==> src/rtl/area_weight_gen.sv <==
// Bilinear area weight generator: four distance products plus their exact sum.
// Build-time choice of four parallel multipliers or one time-shared multiplier.
module area_weight_gen #(
    parameter int DW       = 8,
    parameter bit PARALLEL = 1'b1
) (
    input  logic            clk,
    input  logic            reset,
    input  logic [DW-1:0]   top,
    input  logic [DW-1:0]   bottom,
    input  logic [DW-1:0]   left,
    input  logic [DW-1:0]   right,
    input  logic            in_valid,
    output logic            in_ready,
    output logic [2*DW-1:0] a_mn,
    output logic [2*DW-1:0] a_m1n,
    output logic [2*DW-1:0] a_m1n1,
    output logic [2*DW-1:0] a_mn1,
    output logic [2*DW+1:0] w_sum,
    output logic            out_valid,
    input  logic            out_ready
);

    localparam int PW = 2 * DW;
    localparam int SW = 2 * DW + 2;

    typedef enum logic [1:0] {
        IDLE,
        CALC,
        DONE
    } state_t;

    state_t        state;
    logic [DW-1:0] op_t;
    logic [DW-1:0] op_b;
    logic [DW-1:0] op_l;
    logic [DW-1:0] op_r;
    logic [1:0]    step;

    logic [DW-1:0] mul_a;
    logic [DW-1:0] mul_b;
    logic [PW-1:0] sh_prod;
    logic [PW-1:0] p_mn;
    logic [PW-1:0] p_m1n;
    logic [PW-1:0] p_m1n1;
    logic [PW-1:0] p_mn1;

    // Operand pair for the shared multiplier, walking the four corners in order.
    always_comb begin
        mul_a = op_l;
        mul_b = op_t;
        unique case (step)
            2'd0: begin mul_a = op_l; mul_b = op_t; end
            2'd1: begin mul_a = op_t; mul_b = op_r; end
            2'd2: begin mul_a = op_r; mul_b = op_b; end
            2'd3: begin mul_a = op_b; mul_b = op_l; end
        endcase
    end

    assign sh_prod = PW'(mul_a) * PW'(mul_b);
    assign p_mn    = PW'(op_l) * PW'(op_t);
    assign p_m1n   = PW'(op_t) * PW'(op_r);
    assign p_m1n1  = PW'(op_r) * PW'(op_b);
    assign p_mn1   = PW'(op_b) * PW'(op_l);

    assign in_ready  = (state == IDLE);
    assign out_valid = (state == DONE);

    always_ff @(posedge clk or negedge reset) begin
        if (!reset) begin
            state  <= IDLE;
            op_t   <= '0;
            op_b   <= '0;
            op_l   <= '0;
            op_r   <= '0;
            step   <= 2'd0;
            a_mn   <= '0;
            a_m1n  <= '0;
            a_m1n1 <= '0;
            a_mn1  <= '0;
            w_sum  <= '0;
        end else begin
            unique case (state)
                IDLE: begin
                    if (in_valid) begin
                        op_t  <= top;
                        op_b  <= bottom;
                        op_l  <= left;
                        op_r  <= right;
                        step  <= 2'd0;
                        w_sum <= '0;
                        state <= CALC;
                    end
                end
                CALC: begin
                    if (PARALLEL) begin
                        a_mn   <= p_mn;
                        a_m1n  <= p_m1n;
                        a_m1n1 <= p_m1n1;
                        a_mn1  <= p_mn1;
                        w_sum  <= SW'(p_mn) + SW'(p_m1n)
                                + SW'(p_m1n1) + SW'(p_mn1);
                        state  <= DONE;
                    end else begin
                        unique case (step)
                            2'd0: a_mn   <= sh_prod;
                            2'd1: a_m1n  <= sh_prod;
                            2'd2: a_m1n1 <= sh_prod;
                            2'd3: a_mn1  <= sh_prod;
                        endcase
                        w_sum <= w_sum + SW'(sh_prod);
                        step  <= step + 2'd1;
                        if (step == 2'd3) begin
                            state <= DONE;
                        end
                    end
                end
                DONE: begin
                    if (out_ready) begin
                        state <= IDLE;
                    end
                end
                default: state <= IDLE;
            endcase
        end
    end

endmodule
==> config.mk <==
export PLATFORM = sky130hd
export DESIGN_NAME = area_weight_gen
export DESIGN_NICKNAME = d
export VERILOG_FILES = /design/src/rtl/area_weight_gen.sv
export SDC_FILE = /design/constraint.sdc
export NUM_CORES = 1
export LEC_CHECK = 0
export CORE_MARGIN = 1.5
export CORE_UTILIZATION = 60
export DETAILED_ROUTE_END_ITERATION = 7
export DONT_BUFFER_PORTS = 1
export HOLD_SLACK_MARGIN = 0.06
export PLACE_DENSITY = 0.79
export SLEW_MARGIN = 20
export SYNTH_ARGS = -nofsm -noshare
export SYNTH_HDL_FRONTEND = slang
export SYNTH_SLANG_ARGS = --single-unit
==> constraint.sdc <==
create_clock -name clk -period 11.5 [get_ports clk]
set_clock_uncertainty 0.15 [all_clocks]
set_input_delay 2.3 -clock clk [delete_from_list [all_inputs] [get_ports clk]]
set_output_delay 2.3 -clock clk [all_outputs]
set_load 0.005 [all_outputs]
# [After elaboration in Yosys (flattened, before gate mapping)]
# Index checks and enable logic that the tools add are counted.
[totals] ff_bits=116 out_inout_bits=84 wordCells=31
[op_classes] add_sub_neg=3 n_mul=4 n_eq_ne=4 mux=5 reduce_logical=5
[op_table] operator="$mul A8 B8 Y16" count=4
[op_table] operator="$pmux W18 S2" count=1
[op_table] operator="$add A17 B16 Y18" count=1
[op_table] operator="$add A18 B16 Y18" count=1
[op_table] operator="$mux W18" count=1
[op_table] operator="$add A16 B16 Y17" count=1
[op_table] operator="$pmux W2 S3" count=1
[op_table] operator="$reduce_and A2 Y1" count=3
[op_table] operator="$mux W2" count=2
[op_table] operator="$eq A2 B1 Y1 const B" count=1
[op_table] operator="$eq A2 B2 Y1 const B" count=1
[op_table] operator="$logic_not A2 Y1" count=1
[op_table] operator="$ne A2 B1 Y1 const B" count=1
[op_table] operator="$ne A2 B2 Y1 const B" count=1
[op_table] operator="$reduce_bool A2 Y1" count=1

# [Depth between registers and ports, before layout]
[depth] ltp_word=5 mapped_depth=28

# [Least setup slack after synthesis]
# OpenSTA, ideal clock, no wires.
[synth_path] path_type="register to register" start="register op_r[2]" end="register w_sum[17]" arrival_ns=6.716 path_slack_ns=4.500 stages_incl_launch_ff=26 path_buffers=1 period_less_slack_ns=7.000 cell_sequence="dfrtp_1 clkbuf_1 nand2_1 fa_1 fa_1 inv_1 fa_1 inv_1 fa_1 inv_1 ha_1 a21o_1 a221oi_1 o21ai_0 xor2_1 fa_1 inv_1 fa_1 inv_1 ha_1 a21oi_1 a21bo_1 a221oi_2 a21oi_1 a2111oi_0 o21ai_1"
[synth_via] elab_chain_cells=5
[synth_lines] item="from (decl)" line="37" source="logic [DW-1:0] op_r;"
[synth_lines] item="from (signal assigned)" line="89" source="op_r <= right;"
[synth_lines] item="$mul A8 B8 Y16" line="62" source="assign p_m1n = PW'(op_t) * PW'(op_r);"
[synth_lines] item="via p_m1n[11]" line="44" source="logic [PW-1:0] p_m1n;"
[synth_lines] item="$add A16 B16 Y17" line="101" source="w_sum <= SW'(p_mn) + SW'(p_m1n)"
[synth_lines] item="$add A17 B16 Y18" line="102" source="+ SW'(p_m1n1) + SW'(p_mn1);"
[synth_lines] item="$add A18 B16 Y18" line="102"
[synth_lines] item="$pmux W18 S2" line="83" source="unique case (state)"
[synth_lines] item="to (signal assigned)" line="101"
[synth_lines] item="to (signal assigned)" line="111" source="w_sum <= w_sum + SW'(sh_prod);"
[synth_lines] item="to (decl)" line="19" source="output logic [2*DW+1:0] w_sum,"
# The timed path passes the listed nets, and every way through them passes these cells.
# A chain may end at the register's enable or synchronous reset.

# [Final worst setup path]
[layout_path] start="register op_l[4]" end="register w_sum[17]"
[layout_via] elab_chain_cells=5
[layout_lines] item="from (decl)" line="36" source="logic [DW-1:0] op_l;"
[layout_lines] item="from (signal assigned)" line="88" source="op_l <= left;"
[layout_lines] item="$mul A8 B8 Y16" line="61" source="assign p_mn = PW'(op_l) * PW'(op_t);"
[layout_lines] item="via p_mn[11]" line="43" source="logic [PW-1:0] p_mn;"
[layout_lines] item="$add A16 B16 Y17" line="101"
[layout_lines] item="$add A17 B16 Y18" line="102"
[layout_lines] item="$add A18 B16 Y18" line="102"
[layout_lines] item="$pmux W18 S2" line="83"
# The timed path passes the listed nets, and every way through them passes these cells.

==> impl_results.md <==
- Final min period: 7690 ps
- Post-synthesis sequential area ratio: 20.2%
- Root buffer cell: clkbuf_16
- Syn Inst Count: 1543
- Wire per inst: 19.0 um
- Nets: 1881
- Most used DFF post-synth: dfrtp_1
- P&R area growth vs syn: 5.61%
- Hold bufs inserted after CTS: 0
- Via-to-Cell Ratio: 5.76
- Drt total wl: 35.0 mm
- Core ar.: 23500 um2
- Startpoint types: register
- Starting Density: 61.3%
- Via count: 10623
- Die X: 158 um
- Hold Vio Cnt, Final: 0
- Setup Fix Bufs, Post-CTS: 0
- Critical Path RT: 11660 ps
- CP dominant cell by count: fa_1
- Setup CP Type: register to register
- Arrival time worst endpoint: 7850 ps
- R2R depth: 24
- Max-cap violation count: 0
- Rows: 56
- Htree depth: 4
- CP max stage cell: dfrtp_1
- Share of layout cells above drive strength 1: 6.71%
- Levels on crit path: 24
- Setup_tns: 0 ps
- Worst-Margin Slew: 808 ps
- CP endpoint kind: register
- First-pass GRT wire length: 57.0 mm
- Fin crit share: 66.9%
- Clock transition at path regs: 60 ps
- Endpoints failing setup: 0
- Placement Cell Area: 14600 um2
- DRC: 0
- Initial antenna violation count: 2
- Final Cell Area: 15200 um2
- CTS tree: yes
- GRT Total Usage: 30.0%
- Syn nets: 1916
- Max clock buf depth: 2
- Critical-path cell list: nand2_1 > fa_1 > fa_1 > inv_1 > fa_1 > inv_1 > fa_1 > inv_1 > ha_1 > and3_1 > a2111oi_2 > o21ai_0 > xnor2_1 > fa_1 > inv_1 > fa_1 > inv_1 > ha_1 > a21oi_1 > a21bo_1 > a221oi_2 > a21oi_1 > a2111oi_0 > o21ai_1
- Mean Syn Cell Area: 9.32 um2
- DP HPWL: 26.9 mm
- CP peak stage delay: 810 ps
- Slew Limit Fails: 0
- DIE AREA: 24900 um2
- Ys Warns: 0
- Family with the most delay on the worst path: adder cells
- Critical Path Fanout Max: 17
- Peak Freq: 130 MHz
- Post-DRT Antenna Nets: 0
- GRT overflow: 0
- Outcome: complete, no violations
- Syn Std Cell Area: 14400 um2
- Largest net degree at the start of global routing: 117
- Number of flops mapped to enable cells by yosys: 0
- CP bufs+invs: 5
- Slew HR: 46.1%
- Iter 0 DRT Violations: 679
- Post_cts resized: 0
- Vias in the first global route: 10929
- Die span in y: 158 um
- Total CTS buffers: 17
- Gp weighted congestion: 0.925
- Drt pass-1 iters: 5
- IO buf count: 0
- # clock sinks: 116
- Hold path depth: 2
- Clk_lat worst skew: 430 ps
- Worst Hold Class: register to register
- Post-synthesis register bit count: 116
- Post-synthesis cell type count: 70
- Synth async-reset ratio: 100%
- # IOs: 120
- RSZ-0062 raised after global routing: no
per-layer routing:
metal  global-route usage, %  routed length (um)  share of wire [%]
met1                    38.3               14200                 41
met2                    49.3               17200                 49
met3                    6.08                2260                6.5
met4                    13.5                1260                3.6
met5                       0                   0                  0
kinds of logic after synthesis:
kind of cell    share of synthesized area, %
simple gates                            17.9
compound gates                          8.50
fa+ha+maj                               38.5
buf+inv                                 7.92
mux                                     3.98
flops                                   20.2
xor+xnor                                3.04
worst min-delay path, delay by kind of cell (launching register included):
| family | cells | cell delay (ps) |
|---|---|---|
| and+or+nand+nor | 2 | 100 |
| DFF | 1 | 360 |
path summary, 6_finish.rpt:
kind / from / endpoint / slack (ps)
worst max-delay path: op_l[4] / w_sum[17] / 3810
worst min-delay path: a_m1n[7] / a_m1n[7] / 350
worst max register to register: op_l[4] / w_sum[17] / 3810
worst min register to register: a_m1n[7] / a_m1n[7] / 350
max in group asynchronous: reset / op_r[0] / 9610
min in group asynchronous: reset / w_sum[15] / 1410
stage by stage:
stage / hold WS (ps) / std cells / setup slack (ps) / util (%)
global route: 377 / 1842 / 3330 / 64.7
global placement: 336 / 1808 / 3970 / 62.2
detailed placement: 341 / 1808 / 3920 / 62.2
floorplan: 320 / 1543 / 4500 / -
finish: 348 / 1844 / 3810 / 64.7
CTS: 355 / 1840 / 3860 / 64.7
placed cells by master, fill, tap and decap left out, types with 3 or more instances in the layout:
cell / n
o21ai_0: 39
dfrtp_1: 116
xnor2_1: 33
diode_2: 4
nand2_1: 199
o21ai_1: 7
mux2_2: 50
and2_1: 207
a21boi_0: 3
clkbuf_16: 17
or3_1: 5
xor2_1: 17
and3_1: 5
ha_1: 161
buf_4: 4
nand3_1: 12
nand4_1: 4
fa_1: 176
clkinv_4: 3
o21bai_1: 7
a21o_1: 18
o211ai_1: 6
a211oi_1: 9
inv_6: 4
a21oi_1: 41
inv_1: 244
a221oi_1: 3
o31a_1: 3
or2_2: 3
nor2_1: 37
nor2b_1: 3
o22ai_1: 4
o21a_1: 7
nor3_1: 11
clkinvlp_4: 3
synthesized netlist by cell type, types with 3 or more instances:
cell | count | share of area (%)
inv_1 | 244 | 6.4
and2_1 | 208 | 9.0
nand2_1 | 199 | 5.2
fa_1 | 176 | 24
ha_1 | 161 | 14
dfrtp_1 | 116 | 20
mux2_2 | 50 | 3.9
clkbuf_1 | 43 | 1.1
a21oi_1 | 41 | 1.4
o21ai_0 | 39 | 1.4
nor2_1 | 37 | 0.97
xnor2_1 | 33 | 2.0
a21o_1 | 18 | 0.94
xor2_1 | 17 | 1.0
nand3_1 | 12 | 0.42
nor3_1 | 11 | 0.38
buf_1 | 10 | 0.26
a211oi_1 | 9 | 0.47
o21a_1 | 7 | 0.37
o21ai_1 | 7 | 0.24
o21bai_1 | 7 | 0.37
o211ai_1 | 6 | 0.31
and3_1 | 5 | 0.22
buf_2 | 5 | 0.17
or3_1 | 5 | 0.22
nand4_1 | 4 | 0.17
nor2b_1 | 4 | 0.17
o22ai_1 | 4 | 0.17
a21boi_0 | 3 | 0.16
a221oi_1 | 3 | 0.18
nand2b_1 | 3 | 0.13
o31a_1 | 3 | 0.18
or2_2 | 3 | 0.13
cell type report:
class / instances / area (um2)
sequential: 116 / 2900
antenna: 4 / 10.0
clock buffer: 18 / 439
inverter: 244 / 916
fill: 1875 / 8280
timing repair buffer: 4 / 30.0
tap: 319 / 399
multi-input combinational: 1125 / 10400
clock inverter: 14 / 141
state kept, by name, indices dropped and copies added, names as in the netlist:
register / flops
a_m1n1: 16
a_m1n: 16
op_t: 8
op_l: 8
state: 2
a_mn: 16
w_sum: 18
op_r: 8
op_b: 8
a_mn1: 16
Power is not shown: default switching activity piles up to over one toggle a cycle in this logic, so the estimate is an artifact.
